**config.mk**
```make
export PLATFORM = sky130hd
export DESIGN_NAME = out_port_hex_display
export DESIGN_NICKNAME = d
export VERILOG_FILES = /design/src/rtl/out_port_hex_display.sv
export SDC_FILE = /design/constraint.sdc
export NUM_CORES = 1
export LEC_CHECK = 0
export BUFFER_PORTS_ARGS = -buffer_cell sky130_fd_sc_hd__buf_2
export CAP_MARGIN = 20
export CORE_MARGIN = 1
export CORE_UTILIZATION = 55
export DETAILED_ROUTE_END_ITERATION = 6
export PLACE_DENSITY = 0.79
export SLEW_MARGIN = 20
export SYNTH_ARGS = -nofsm -noshare
export SYNTH_HDL_FRONTEND = slang
export SYNTH_SLANG_ARGS = --single-unit
```
**constraint.sdc**
```tcl
create_clock -name clock -period 4.6 [get_ports clock]
set_input_delay 0 -clock clock [delete_from_list [all_inputs] [get_ports clock]]
set_output_delay 0 -clock clock [all_outputs]
set_load 0.05 [all_outputs]
```
**src/rtl/out_port_hex_display.sv**
```systemverilog
// Output-port consumer: converts each 32-bit write to six BCD digits one bit per clock
// (shift-add-3) and drives six active-low seven-segment displays, with a one-deep pending buffer.
module out_port_hex_display #(
  parameter logic BLANK_LEAD = 1'b1
) (
  input  logic        clock,
  input  logic        reset,
  input  logic        wr_en,
  input  logic [31:0] wr_data,
  output logic        busy,
  output logic [23:0] bcd_out,
  output logic [6:0]  hex0,
  output logic [6:0]  hex1,
  output logic [6:0]  hex2,
  output logic [6:0]  hex3,
  output logic [6:0]  hex4,
  output logic [6:0]  hex5
);

  localparam logic [1:0] IDLE    = 2'd0;
  localparam logic [1:0] CONVERT = 2'd1;
  localparam logic [1:0] UPDATE  = 2'd2;

  localparam logic [6:0] SEG_BLANK = 7'b1111111;
  localparam logic [6:0] SEG_DASH  = 7'b0111111;

  logic [1:0]       state_q, state_d;
  logic [43:0]      shift_q, shift_d;
  logic [4:0]       cnt_q, cnt_d;
  logic             ovf_q, ovf_d;
  logic [31:0]      pend_q, pend_d;
  logic             pend_v_q, pend_v_d;
  logic             busy_q, busy_d;
  logic [23:0]      bcd_q, bcd_d;
  logic [5:0][6:0]  hex_q, hex_d;
  logic             lead;
  logic [3:0]       dig;

  function automatic logic [6:0] seg7(input logic [3:0] d);
    case (d)
      4'd0:    seg7 = 7'b1000000;
      4'd1:    seg7 = 7'b1111001;
      4'd2:    seg7 = 7'b0100100;
      4'd3:    seg7 = 7'b0110000;
      4'd4:    seg7 = 7'b0011001;
      4'd5:    seg7 = 7'b0010010;
      4'd6:    seg7 = 7'b0000010;
      4'd7:    seg7 = 7'b1111000;
      4'd8:    seg7 = 7'b0000000;
      4'd9:    seg7 = 7'b0010000;
      default: seg7 = SEG_BLANK;
    endcase
  endfunction

  // BCD field lives in [43:20], binary operand in [19:0].
  function automatic logic [43:0] dabble(input logic [43:0] s);
    logic [43:0] t;
    t = s;
    for (int unsigned k = 0; k < 6; k++) begin
      if (t[20 + 4*k +: 4] >= 4'd5) t[20 + 4*k +: 4] = t[20 + 4*k +: 4] + 4'd3;
    end
    return {t[42:0], 1'b0};
  endfunction

  always_comb begin
    state_d  = state_q;
    shift_d  = shift_q;
    cnt_d    = cnt_q;
    ovf_d    = ovf_q;
    pend_d   = pend_q;
    pend_v_d = pend_v_q;
    busy_d   = busy_q;
    bcd_d    = bcd_q;
    hex_d    = hex_q;
    lead     = BLANK_LEAD;
    dig      = '0;

    case (state_q)
      IDLE: begin
        if (wr_en) begin
          ovf_d   = wr_data > 32'd999999;
          shift_d = {24'b0, wr_data[19:0]};
          cnt_d   = '0;
          busy_d  = 1'b1;
          state_d = CONVERT;
        end
      end
      CONVERT: begin
        shift_d = dabble(shift_q);
        cnt_d   = cnt_q + 5'd1;
        if (cnt_q == 5'd19) state_d = UPDATE;
        if (wr_en) begin
          pend_d   = wr_data;
          pend_v_d = 1'b1;
        end
      end
      UPDATE: begin
        if (ovf_q) begin
          bcd_d = '1;
          hex_d = {6{SEG_DASH}};
        end else begin
          bcd_d = shift_q[43:20];
          for (int unsigned i = 6; i > 0; i--) begin
            dig = shift_q[20 + 4*(i-1) +: 4];
            if (lead && dig == 4'd0 && i > 1) begin
              hex_d[i-1] = SEG_BLANK;
            end else begin
              hex_d[i-1] = seg7(dig);
              lead       = 1'b0;
            end
          end
        end
        // Pending value (if any) is older than a same-edge write, so it converts first.
        if (pend_v_q || wr_en) begin
          ovf_d    = pend_v_q ? (pend_q > 32'd999999) : (wr_data > 32'd999999);
          shift_d  = {24'b0, pend_v_q ? pend_q[19:0] : wr_data[19:0]};
          cnt_d    = '0;
          state_d  = CONVERT;
          pend_d   = wr_data;
          pend_v_d = pend_v_q && wr_en;
          if (!pend_v_q) pend_d = pend_q;
        end else begin
          busy_d  = 1'b0;
          state_d = IDLE;
        end
      end
      default: begin
        busy_d  = 1'b0;
        state_d = IDLE;
      end
    endcase
  end

  always_ff @(posedge clock or posedge reset) begin
    if (reset) begin
      state_q  <= IDLE;
      shift_q  <= '0;
      cnt_q    <= '0;
      ovf_q    <= 1'b0;
      pend_q   <= '0;
      pend_v_q <= 1'b0;
      busy_q   <= 1'b0;
      bcd_q    <= '0;
      hex_q    <= '1;
    end else begin
      state_q  <= state_d;
      shift_q  <= shift_d;
      cnt_q    <= cnt_d;
      ovf_q    <= ovf_d;
      pend_q   <= pend_d;
      pend_v_q <= pend_v_d;
      busy_q   <= busy_d;
      bcd_q    <= bcd_d;
      hex_q    <= hex_d;
    end
  end

  assign busy    = busy_q;
  assign bcd_out = bcd_q;
  assign hex0    = hex_q[0];
  assign hex1    = hex_q[1];
  assign hex2    = hex_q[2];
  assign hex3    = hex_q[3];
  assign hex4    = hex_q[4];
  assign hex5    = hex_q[5];

endmodule

```
==> parameters.txt, run 1 <==
Parameter                              Value

Critical path
  FF-to-FF Start ... state_q[0]$_DFFE_PP0P_
  Worst endpoint data arrival time ... about 3.1 ns
  Kind of start point of the critical path ... flop
  Cell depth of the worst flop-to-flop path ... 7
  Data required time of the worst path ... 4.92 ns
  Highest fanout seen on the critical path ... 76
  Critical path type ... reg2reg
  Capturing point of the worst reg2reg path ... shift_q[1]$_DFFE_PP0P_
  CP endpoint kind ... flop
  Setup slack of the most critical reg-to-reg path ... about 1.9 ns

Timing
  Unrepaired setup endpoints after global routing ... false
  Top achievable clock speed ... roughly 360 MHz
  Setup violation total in the final timing report ... 0
  Max-slew violation count ... 0
  Post-route clock period utilization ... about 60%
  Final Hold Fails ... 0
  Final TNS setup ... 0 ns
  Final critical delay including setup and external delays ... around 2.7 ns
  Worst relative slew slack ... 33.91%
  Slew at the pin with the worst max-slew slack ... a little under 1 ns
  Final clock skew ... about 0.0065 ns

Route
  Wire length per cell after detailed routing ... 17.25 µm
  Post-route DRC violation count ... 0
  Initial DRT Pass Iterations ... 5
  Routed vias/inst ... ~6
  Detailed-route via count ... approximately 6,400
  Number of DRC markers after the initial detailed-route iteration ... 554
  Drt total wl ... roughly 18 mm
  Remaining antenna violation count ... 0

Yosys
  Post-synth ARST share ... between 90% and 100%
  Synthesis warning total ... 0
  Post-synthesis cell type count ... 53
  Post-synthesis net count ... ~840
  Area share of the largest cell type after synthesis ... about a third
  Synthesized area per cell ... around 10 µm²
  Commonest cells in the netlist ... sky130_fd_sc_hd__dfrtp_1, sky130_fd_sc_hd__o21ai_0, sky130_fd_sc_hd__a21oi_1, sky130_fd_sc_hd__nor2_1, sky130_fd_sc_hd__dfstp_2
  Main area contributors after synthesis ... sky130_fd_sc_hd__dfrtp_1, sky130_fd_sc_hd__dfstp_2, sky130_fd_sc_hd__ha_1, sky130_fd_sc_hd__mux2_2, sky130_fd_sc_hd__o21ai_0
  Sequential element share of the synthesized area ... 49.06%
  Syn Inst Count ... between 700 and 800
  Area leader, netlist ... sky130_fd_sc_hd__dfrtp_1
  Post-synthesis instance area ... approximately 0.0079 mm²
  Most frequent cell after synthesis ... sky130_fd_sc_hd__dfrtp_1
  Top_reg_cell synth ... sky130_fd_sc_hd__dfrtp_1
  Number of enable flip-flop cells after synthesis ... 0
  Number of flip-flops and latches in the synthesized netlist ... 152

Clock network
  Deepest clock path buffer count ... 2
  Clock Tree Root ... sky130_fd_sc_hd__clkbuf_16
  CTS-repair resized insts ... 0
  Number of buffers inserted for hold repair after clock tree synthesis ... 34
  CTS H-Tree Depth ... 4
  Worst skew pair latency ... between 0.4 and 0.5 ns
  Number of clock sinks seen by CTS ... 152
  Setup Fix Bufs, Post-CTS ... 0
  Clock Pin Slew Worst Setup and Hold Paths ... around 0.06 ns
  CTS tree ... built
  Number of buffers inserted during clock tree synthesis ... 17

Status
  Result of the run ... completed

Floorplan
  Total die area ... 0.01477 mm²
  Starting Density ... 56.41%
  Number of top-level design ports ... between 100 and 150
  DIE WIDTH ... approximately 120 µm
  Chip height ... 121.5 µm
  Row Count ... 43
  Core area ... 0.01393 mm²

Power
  Proportion of total power due to net switching ... just under 30%
  Power consumption ... between 4000 and 5000 µW
  Worst ir drop on vdd ... 0.0003034 V
  Power density over cell area ... between 400 and 500 mW/mm²
  Clock network power share ... 34.6%
  Internal power summed over all cells ... around 2900 µW
  Combinational share of power ... about 22%
  Sequential Power Share ... approximately 43%
  Power spent charging and discharging nets ... between 1000 and 1500 µW
  Leakage dissipation ... 0.004207 µW

GRT
  Number of antenna violations at the first check in global routing ... 0
  GR Overflow Total ... 0
  Largest net degree at the start of global routing ... 98
  Number of global-route vias before repair ... 6,231
  Wire length of the first global-routing pass ... slightly above 30 mm
  Total routing resource utilization after global routing ... a little over a quarter

Finish
  Register area ... about 0.0039 mm²
  Diode count ... 0
  Register bank with the most flops ... shift_q
  Finished Cell Area ... ~0.0094 mm²
  Area Overhead vs Synth ... 19.33%
  Flip-flop count of the largest register, all copies and words added ... 44
  Count of filler cells inserted in the layout ... around 1,000
  Net count reported at finish ... 944
  Footprint of the multi-input gates ... 0.003640 mm²
  Share of post-route cells with drive strength above 1 ... around a quarter

Placement
  HPWL after detailed placement ... 11.67 mm
  Number of buffers inserted by port buffering ... around 100
  Last weighted congestion value of the routability-driven placer ... 0.8486
  Area of placed instances ... around 0.0084 mm²

Flow run
  Count of max-cap constraint violations ... 0

Min path
  Hold Crit Class ... in2async
## power groups by stage
stage | combinational, µW | sequential [µW] | clock (µW)
3_3_place_gp | 846 | 1780 | 0
4_1_cts | 922 | 1780 | 1460
5_1_grt | 1030 | 1810 | 1520
2_1_floorplan | 722 | 1750 | 0
6_report | 927 | 1780 | 1430
3_5_place_dp | 897 | 1790 | 0
## final cells by class
cell class | instances | share of cell area, %
clock buffers | 25 | 5.283
clock inverters | 7 | 1.241
inverters | 38 | 1.574
multi-input cells | 519 | 38.81
flip-flops and latches | 152 | 41.12
well taps | 180 | 2.401
repair buffers | 142 | 9.578
## per-layer routing
metal,up-vias,part of all wire [%],track usage [%]
met5,-,0,0
met3,28,4.0,5.009
met1,3174,45,34.64
li1,2996,-,-
met4,0,1.5,9.568
met2,186,49,44.89
## cells in the final DEF, fill, tap and decap left out, types with 8 or more instances in the layout
cell                            count
sky130_fd_sc_hd__dfrtp_1          110
sky130_fd_sc_hd__buf_2            101
sky130_fd_sc_hd__o21ai_0           76
sky130_fd_sc_hd__a21oi_1           62
sky130_fd_sc_hd__nor2_1            58
sky130_fd_sc_hd__dfstp_2           42
sky130_fd_sc_hd__ha_1              38
sky130_fd_sc_hd__inv_1             36
sky130_fd_sc_hd__mux2_2            35
sky130_fd_sc_hd__dlygate4sd3_1     34
sky130_fd_sc_hd__a22o_1            33
sky130_fd_sc_hd__o22a_1            26
sky130_fd_sc_hd__nand2_1           23
sky130_fd_sc_hd__a22oi_1           21
sky130_fd_sc_hd__clkbuf_16         17
sky130_fd_sc_hd__nand2b_1          12
sky130_fd_sc_hd__o2bb2ai_1         12
sky130_fd_sc_hd__nor3b_1           11
sky130_fd_sc_hd__nor4_1            10
sky130_fd_sc_hd__nand3_1            9
sky130_fd_sc_hd__xnor2_1            8
sky130_fd_sc_hd__mux2i_1            8
## worst max path at each step
stage,startpoint,to,slack [ns],cells after the start
after CTS,state_q[0]$_DFFE_PP0P_,hex3[1]$_DFFE_PP1P_,1.88,7
after global routing,state_q[0]$_DFFE_PP0P_,hex3[1]$_DFFE_PP1P_,1.61,7
after global placement,state_q[0]$_DFFE_PP0P_,pend_q[6]$_DFFE_PP0P_,2.02,7
after detailed placement,state_q[0]$_DFFE_PP0P_,shift_q[1]$_DFFE_PP0P_,1.90,7
after floorplan,reset,bcd_out[0]$_DFFE_PP0P_,0.58,1
final,state_q[0]$_DFFE_PP0P_,shift_q[1]$_DFFE_PP0P_,1.85,7
## cells by family (layout without fill, tap and decap cells)
group                      after synthesis  count (layout)  synth area share (%)
DFF                                    152             152                 49.06
AOI/OAI and AO/OA                      276             276                 23.27
buffers and inverters                   91             212                 4.791
muxes                                   43              43                 6.033
adders and majority gates               39              39                 6.208
and+or+nand+nor                        153             153                 9.742
xor gates and xnor gates                 8               8                0.8915
## worst max-delay path: stages (launching register included)
cell                      delay [ns]
sky130_fd_sc_hd__dfrtp_1        0.43
sky130_fd_sc_hd__inv_1          0.11
sky130_fd_sc_hd__ha_2           0.18
sky130_fd_sc_hd__buf_4          0.60
sky130_fd_sc_hd__and2_1         0.77
sky130_fd_sc_hd__a22o_1         0.23
sky130_fd_sc_hd__a22oi_1        0.08
sky130_fd_sc_hd__o21ai_0        0.24
## per-stage QoR
step	std cells	hold WS (ns)	setup slack [ns]	util, %
6_report	1063	0.2762	1.852	67.31
5_1_grt	1063	0.3698	1.614	67.31
4_1_cts	1063	0.3435	1.877	67.31
3_5_place_dp	997	0.2319	1.905	60.47
3_3_place_gp	997	0.2259	2.018	60.47
2_1_floorplan	762	0.1168	0.5764	-
No activity file was read; power rests on OpenSTA's default activity.
==> run 2, diff against run 1 <==
clock period = 2.85 ns   (was 4.6 ns; I/O delays follow)
==> run 2 against run 1 <==
Sequential cell count is the same. Hold slack lost 0.11 ns. Sequential share of layout area shrank 0.62 points. Non-clock buffer count grew 11. Sequential power grew 62%. Largest cell class unchanged. Die area is the same. Critical endpoint is now shift_q[7]$_DFFE_PP0P_. Clock skew is essentially flat. Clock power grew 69%. Largest power group unchanged. Global-route usage grew 0.19 points. Power grew 65%. First-iteration DRC count shrank 14%.
==> parameters.txt, run 2 (synthesized netlist as in run 1, its figures left out) <==
Parameter                              Value

Flow run
  Count of max-cap constraint violations ... 0

Floorplan
  Chip height ... between 100 and 150 µm
  Total die area ... around 0.015 mm²
  DIE WIDTH ... around 120 µm
  Starting Density ... roughly 56%
  Core area ... 0.01393 mm²
  Row Count ... 43
  Number of top-level design ports ... between 100 and 150

Finish
  Finished Layout Cells ... approximately 1,100
  Area Overhead vs Synth ... 21.14%
  Count of filler cells inserted in the layout ... around 1,000
  Diode count ... 0
  Flip-flop count of the largest register, all copies and words added ... 44
  Net count reported at finish ... between 900 and 1,000
  Commonest cells after routing, fill and taps aside ... sky130_fd_sc_hd__dfrtp_1, sky130_fd_sc_hd__buf_2, sky130_fd_sc_hd__o21ai_0, sky130_fd_sc_hd__a21oi_1, sky130_fd_sc_hd__nor2_1
  Most frequent standard cell in the layout excluding fill and tap cells ... sky130_fd_sc_hd__dfrtp_1
  Share of post-route cells with drive strength above 1 ... between 20% and 30%
  Core utilization of the finished layout ... 68.33%
  Register bank with the most flops ... shift_q

GRT
  Number of antenna violations at the first check in global routing ... 0
  Largest net degree at the start of global routing ... 57
  Number of global-route vias before repair ... around 6,300
  Wire length of the first global-routing pass ... approximately 31 mm
  GR Overflow Total ... 0
  Total routing resource utilization after global routing ... roughly 27%

Critical path
  Buffers and inverters on the worst path ... 1
  Logic depth of the worst path, buffers included ... 6
  Kind of start point of the critical path ... flop
  CP endpoint kind ... flop
  Critical path type ... reg2reg
  Highest fanout seen on the critical path ... 19
  Cell family contributing the most delay on the critical path ... simple AND/OR/NAND/NOR gates
  Launching element of the worst setup path ... state_q[0]$_DFFE_PP0P_
  Worst endpoint data arrival time ... about 2.8 ns
  Cell depth of the worst flop-to-flop path ... 6
  Capturing point of the worst reg2reg path ... shift_q[7]$_DFFE_PP0P_
  Highest cell delay on the worst timing path ... around 0.67 ns
  FF-to-FF Start ... state_q[0]$_DFFE_PP0P_
  Critical Path Slowest Stage Cell ... sky130_fd_sc_hd__nand2b_1
  Setup slack of the most critical reg-to-reg path ... ~0.42 ns
  Sequence of cells on the critical path ... inv_1 > ha_2 > nor2b_2 > nand2b_1 > a22oi_1 > o21ai_0
  Data required time of the worst path ... between 3 and 4 ns

Route
  Initial DRT Pass Iterations ... 5
  Remaining antenna violation count ... 0
  Drt total wl ... roughly 19 mm
  Detailed-route via count ... roughly 6,400
  Number of DRC markers after the initial detailed-route iteration ... approximately 480
  Post-route DRC violation count ... 0
  Wire length per cell after detailed routing ... 17.27 µm
  Routed vias/inst ... between 5 and 6

Clock network
  Number of clock sinks seen by CTS ... ~150
  Clock Pin Slew Worst Setup and Hold Paths ... approximately 0.060 ns
  Number of buffers inserted during clock tree synthesis ... 17
  Deepest clock path buffer count ... 2
  CTS-repair resized insts ... 0
  CTS tree ... built
  CTS H-Tree Depth ... 4
  Worst skew pair latency ... about 0.43 ns
  Clock Tree Root ... sky130_fd_sc_hd__clkbuf_16

Placement
  DP Worst Slack ... approximately 0.46 ns
  Last weighted congestion value of the routability-driven placer ... ~0.89
  Cell total after placement ... between 1,000 and 1,500
  HPWL after detailed placement ... roughly 12 mm
  Number of buffers inserted by port buffering ... between 100 and 150

Timing
  Unrepaired setup endpoints after global routing ... false
  Minimum setup slack in the final design ... about 0.42 ns
  Final clock skew ... 0.006226 ns
  Final Hold Fails ... 0
  Worst relative slew slack ... between 40% and 50%
  Max-slew violation count ... 0
  Worst hold margin ... about 0.17 ns
  Setup violation total in the final timing report ... 0
  Final TNS setup ... 0 ns
  Slew at the pin with the worst max-slew slack ... approximately 0.83 ns
  Post-route clock period utilization ... around 85%
  Top achievable clock speed ... between 400 and 500 MHz
  Final critical delay including setup and external delays ... 2.433 ns

Min path
  Hold Crit Class ... in2async

Power
  Power density over cell area ... 716.7 mW/mm²
  Worst ir drop on vdd ... around 0.00054 V
  Leakage dissipation ... between 0.004 and 0.005 µW

Status
  Result of the run ... completed
[run 2: cell types whose count changed in the layout (fill, tap and decap cells not counted), sizes merged]
cell	before	now
buf	108	119
bufinv	3	4
clkbuf	25	21
clkinv	3	4
clkinvlp	1	4
inv	38	37
[run 2: final cells by class]
cell class | instances | area [µm²] | area share (%)
timing repair buffer | 153 | 1013 | 10.64
sequential | 152 | 3856 | 40.50
multi-input combinational | 519 | 3640 | 38.23
clock inverter | 11 | 170.2 | 1.787
clock buffer | 21 | 470.5 | 4.941
tap | 180 | 225.2 | 2.365
inverter | 38 | 146.4 | 1.537
[run 2: power by group]
group | switching (µW) | total (µW) | internal, µW
combinational | 826 | 1530 | 703
clock | 886 | 2420 | 1530
sequential | 294 | 2880 | 2580
[run 2: worst max path at each step]
stage | end | slack (ns)
6_report | shift_q[7]$_DFFE_PP0P_ | 0.42
5_1_grt | shift_q[15]$_DFFE_PP0P_ | 0.22
4_1_cts | shift_q[15]$_DFFE_PP0P_ | 0.43
3_5_place_dp | shift_q[13]$_DFFE_PP0P_ | 0.46
3_3_place_gp | shift_q[19]$_DFFE_PP0P_ | 0.63
2_1_floorplan | bcd_out[0]$_DFFE_PP0P_ | 0.97
[run 2: routing by layer]
metal / global-route usage [%] / wire length (µm) / vias to the layer above
met4: 10.88 / 383 / 0
met2: 42.54 / 9007 / 249
met1: 36.30 / 8136 / 3149
met3: 5.712 / 1024 / 38
li1: - / - / 3006
met5: 0 / 0 / -
[run 2: tightest hold or removal path: cells and delay by family]
kind	cells	cell delay (ns)
buffers and inverters	3	1.03
[run 2: per-stage QoR]
stage	power (µW)	area (µm²)
2_1_floorplan	3989	7864
3_3_place_gp	4264	8513
3_5_place_dp	4363	8513
4_1_cts	6826	9494
5_1_grt	7164	9522
6_report	6824	9522
[run 2: what timing repair did]
item	CTS	global route
hold buffers	34	0
endpoints found under the hold margin	81	0
buffers inserted	0	0
==> run 3, diff against run 2 <==
ABC_AREA = 1   (was not set)
==> run 3 against run 2 <==
Utilization is essentially flat. Non-clock buffer count is 7 lower. First-iteration DRC count up 14%. Sequential cell count unchanged. Global-route usage decreased by 0.24 points. Critical path type unchanged. Power is 41% higher. Largest cell class unchanged. Largest power group is now combinational logic.
==> parameters.txt, run 3 <==
Parameter                              Value

Power
  Power density over cell area ... 1005 mW/mm²
  Clock network power share ... between 20% and 30%
  Sequential Power Share ... between 30% and 40%
  Combinational share of power ... between 40% and 50%
  Power consumption ... around 9600 µW
  Power spent charging and discharging nets ... 4057 µW
  Leakage dissipation ... approximately 0.0044 µW
  Worst ir drop on vdd ... 0.0005066 V
  Internal power summed over all cells ... 5551 µW
  Proportion of total power due to net switching ... approximately 42%

Flow run
  Count of max-cap constraint violations ... 0

Critical path
  Launching element of the worst setup path ... state_q[1]$_DFFE_PP0P_
  CP endpoint kind ... flop
  FF-to-FF Start ... state_q[1]$_DFFE_PP0P_
  Critical Path Slowest Stage Cell ... sky130_fd_sc_hd__buf_4
  Worst endpoint data arrival time ... about 2.5 ns
  Cell depth of the worst flop-to-flop path ... 7
  Highest fanout seen on the critical path ... 56
  Sequence of cells on the critical path ... inv_1 > ha_1 > nor2_1 > a21oi_2 > nand2_1 > buf_4 > mux2_2
  Kind of start point of the critical path ... flop
  Setup slack of the most critical reg-to-reg path ... between 0.6 and 0.7 ns
  End of the critical path ... pend_q[21]$_DFFE_PP0P_
  Data required time of the worst path ... between 3 and 4 ns
  Highest cell delay on the worst timing path ... around 0.43 ns
  Critical path type ... reg2reg
  Capturing point of the worst reg2reg path ... pend_q[21]$_DFFE_PP0P_

GRT
  Total routing resource utilization after global routing ... between 20% and 30%
  Number of antenna violations at the first check in global routing ... 0
  Number of global-route vias before repair ... 6,441
  Wire length of the first global-routing pass ... slightly above 30 mm
  GR Overflow Total ... 0
  Largest net degree at the start of global routing ... 57

Clock network
  Worst skew pair latency ... approximately 0.42 ns
  Setup Fix Bufs, Post-CTS ... 0
  Clock Tree Root ... sky130_fd_sc_hd__clkbuf_16
  Clock Pin Slew Worst Setup and Hold Paths ... 0.06 ns
  CTS H-Tree Depth ... 4
  Number of clock sinks seen by CTS ... 152
  CTS tree ... built
  Deepest clock path buffer count ... 2
  Number of buffers inserted during clock tree synthesis ... 17

Route
  Remaining antenna violation count ... 0
  Number of DRC markers after the initial detailed-route iteration ... about 540
  Initial DRT Pass Iterations ... 5
  Post-route DRC violation count ... 0
  Wire length per cell after detailed routing ... between 15 and 20 µm
  Detailed-route via count ... 6,810
  Drt total wl ... approximately 19 mm
  Routed vias/inst ... 5.519

Floorplan
  DIE WIDTH ... 122.4 µm
  Number of top-level design ports ... approximately 100
  Starting Density ... 56.99%
  Chip height ... about 120 µm
  Row Count ... 43
  Total die area ... 0.01498 mm²
  Core area ... between 0.01 and 0.015 mm²

Yosys
  Top_reg_cell synth ... sky130_fd_sc_hd__dfrtp_1
  Synthesized area per cell ... roughly 8.7 µm²
  Post-synthesis instance area ... 0.007973 mm²
  Post-synthesis cell type count ... between 50 and 60
  Number of enable flip-flop cells after synthesis ... 0
  Synthesis warning total ... 0
  Commonest cells in the netlist ... sky130_fd_sc_hd__nand2_1, sky130_fd_sc_hd__dfrtp_1, sky130_fd_sc_hd__nor2_1, sky130_fd_sc_hd__inv_1, sky130_fd_sc_hd__a21oi_1
  Sequential element share of the synthesized area ... around 48%
  Number of flip-flops and latches in the synthesized netlist ... about 150
  Syn Inst Count ... roughly 910
  Post-synthesis net count ... 987
  Main area contributors after synthesis ... sky130_fd_sc_hd__dfrtp_1, sky130_fd_sc_hd__dfstp_2, sky130_fd_sc_hd__nand2_1, sky130_fd_sc_hd__ha_1, sky130_fd_sc_hd__a21oi_1
  Post-synth ARST share ... 100.0%
  Most frequent cell after synthesis ... sky130_fd_sc_hd__nand2_1
  Area leader, netlist ... sky130_fd_sc_hd__dfrtp_1
  Area share of the largest cell type after synthesis ... 34.53%

Finish
  Count of filler cells inserted in the layout ... between 1,000 and 1,500
  Flip-flop count of the largest register, all copies and words added ... 44
  Commonest cells after routing, fill and taps aside ... sky130_fd_sc_hd__nand2_1, sky130_fd_sc_hd__dfrtp_1, sky130_fd_sc_hd__nor2_1, sky130_fd_sc_hd__buf_2, sky130_fd_sc_hd__inv_1
  Area Overhead vs Synth ... 19.93%
  Diode count ... 0
  Net count reported at finish ... between 1,000 and 1,500
  Share of post-route cells with drive strength above 1 ... 22.39%
  Most frequent standard cell in the layout excluding fill and tap cells ... sky130_fd_sc_hd__nand2_1
  Register bank with the most flops ... shift_q

Timing
  Slew at the pin with the worst max-slew slack ... 0.9450 ns
  Post-route clock period utilization ... about 77%
  Top achievable clock speed ... between 400 and 500 MHz
  Setup violation total in the final timing report ... 0
  Worst relative slew slack ... between 30% and 40%
  Unrepaired setup endpoints after global routing ... false
  Worst hold margin ... ~0.33 ns
  Final TNS setup ... 0 ns
  Final Hold Fails ... 0
  Final clock skew ... about 0.0054 ns
  Max-slew violation count ... 0
  Final critical delay including setup and external delays ... about 2.2 ns

Status
  Result of the run ... completed

Placement
  Number of buffers inserted by port buffering ... between 100 and 150
  Last weighted congestion value of the routability-driven placer ... approximately 0.9
  HPWL after detailed placement ... 12.72 mm

Min path
  Hold Crit Class ... in2async
-- run 3: cell count changes in the layout (fill, tap and decap cells not counted), moves of 12 or more --
cell	delta
sky130_fd_sc_hd__a21oi_1	+24
sky130_fd_sc_hd__a22o_1	-29
sky130_fd_sc_hd__a22oi_1	-17
sky130_fd_sc_hd__inv_1	+63
sky130_fd_sc_hd__mux2_2	-29
sky130_fd_sc_hd__nand2_1	+125
sky130_fd_sc_hd__nand2b_1	-12
sky130_fd_sc_hd__nand3_1	+15
sky130_fd_sc_hd__nor2_1	+51
sky130_fd_sc_hd__o22a_1	-26
sky130_fd_sc_hd__o2bb2ai_1	-12
-- run 3: power groups by stage --
| stage | clock [µW] | combinational [µW] | sequential (µW) |
|---|---|---|---|
| after floorplan | 0 | 2350 | 4120 |
| after global placement | 0 | 3790 | 3330 |
| after detailed placement | 0 | 3880 | 3350 |
| after CTS | 2370 | 3930 | 3330 |
| after global routing | 2470 | 4320 | 3400 |
| final | 2340 | 3920 | 3340 |
-- run 3: repair_timing --
item	CTS	global route
gates resized for setup	0	0
hold buffers	34	0
endpoints found under the hold margin	86	0
-- run 3: logic make-up after synthesis --
family / synth area share [%]
and+or+nand+nor: 16.89
xor gates and xnor gates: 0.9888
DFF: 48.37
buffers and inverters: 8.333
AOI/OAI and AO/OA: 17.83
muxes: 1.475
adders and majority gates: 6.121
-- run 3: stage by stage --
stage,cells,instance area [µm²],setup slack (ns),util (%)
after floorplan,913,7976,0.9673,-
after global routing,1234,9562,0.5309,68.35
final,1234,9562,0.6638,68.35
after CTS,1234,9562,0.6988,68.35
after global placement,1168,8601,0.8002,61.48
after detailed placement,1168,8601,0.7211,61.48
-- run 3: final cells by class --
cell class | count | area (µm²) | share of cell area (%)
Multi-Input combinational cell | 609 | 3455 | 36.13
Tap cell | 180 | 225.2 | 2.355
Inverter | 115 | 439.2 | 4.593
Clock inverter | 6 | 111.4 | 1.165
Clock buffer | 26 | 509.2 | 5.326
Timing Repair Buffer | 146 | 965.9 | 10.10
Sequential cell | 152 | 3856 | 40.33
-- run 3: worst max-delay path, delay by kind of cell, from the launching register on --
family	cells	cell delay [ns]
mux	1	0.39
fa+ha+maj	1	0.37
flops	1	0.38
compound gates	1	0.06
buf+inv	2	0.52
simple gates	2	0.33
-- run 3: worst min path at each step --
stage,from,cells after the start,slack [ns],to
floorplan,wr_data[0],2,0.15,pend_q[0]$_DFFE_PP0P_
global placement,reset,2,0.24,bcd_out[0]$_DFFE_PP0P_
CTS,wr_data[21],3,0.34,pend_q[21]$_DFFE_PP0P_
finish,reset,3,0.33,bcd_out[0]$_DFFE_PP0P_
global route,wr_data[22],3,0.39,pend_q[22]$_DFFE_PP0P_
detailed placement,reset,2,0.25,bcd_out[0]$_DFFE_PP0P_
-- run 3: layer usage --
metal  part of all wire (%)  routed length, µm  global-route usage, %  up-vias
li1                       -                  -                      -     3282
met1                     44               8238                  34.32     3276
met2                     49               9323                  44.42      217
met3                    4.8                907                  5.437       35
met4                    2.1                387                  10.14        0
met5                      0                  0                      0        -
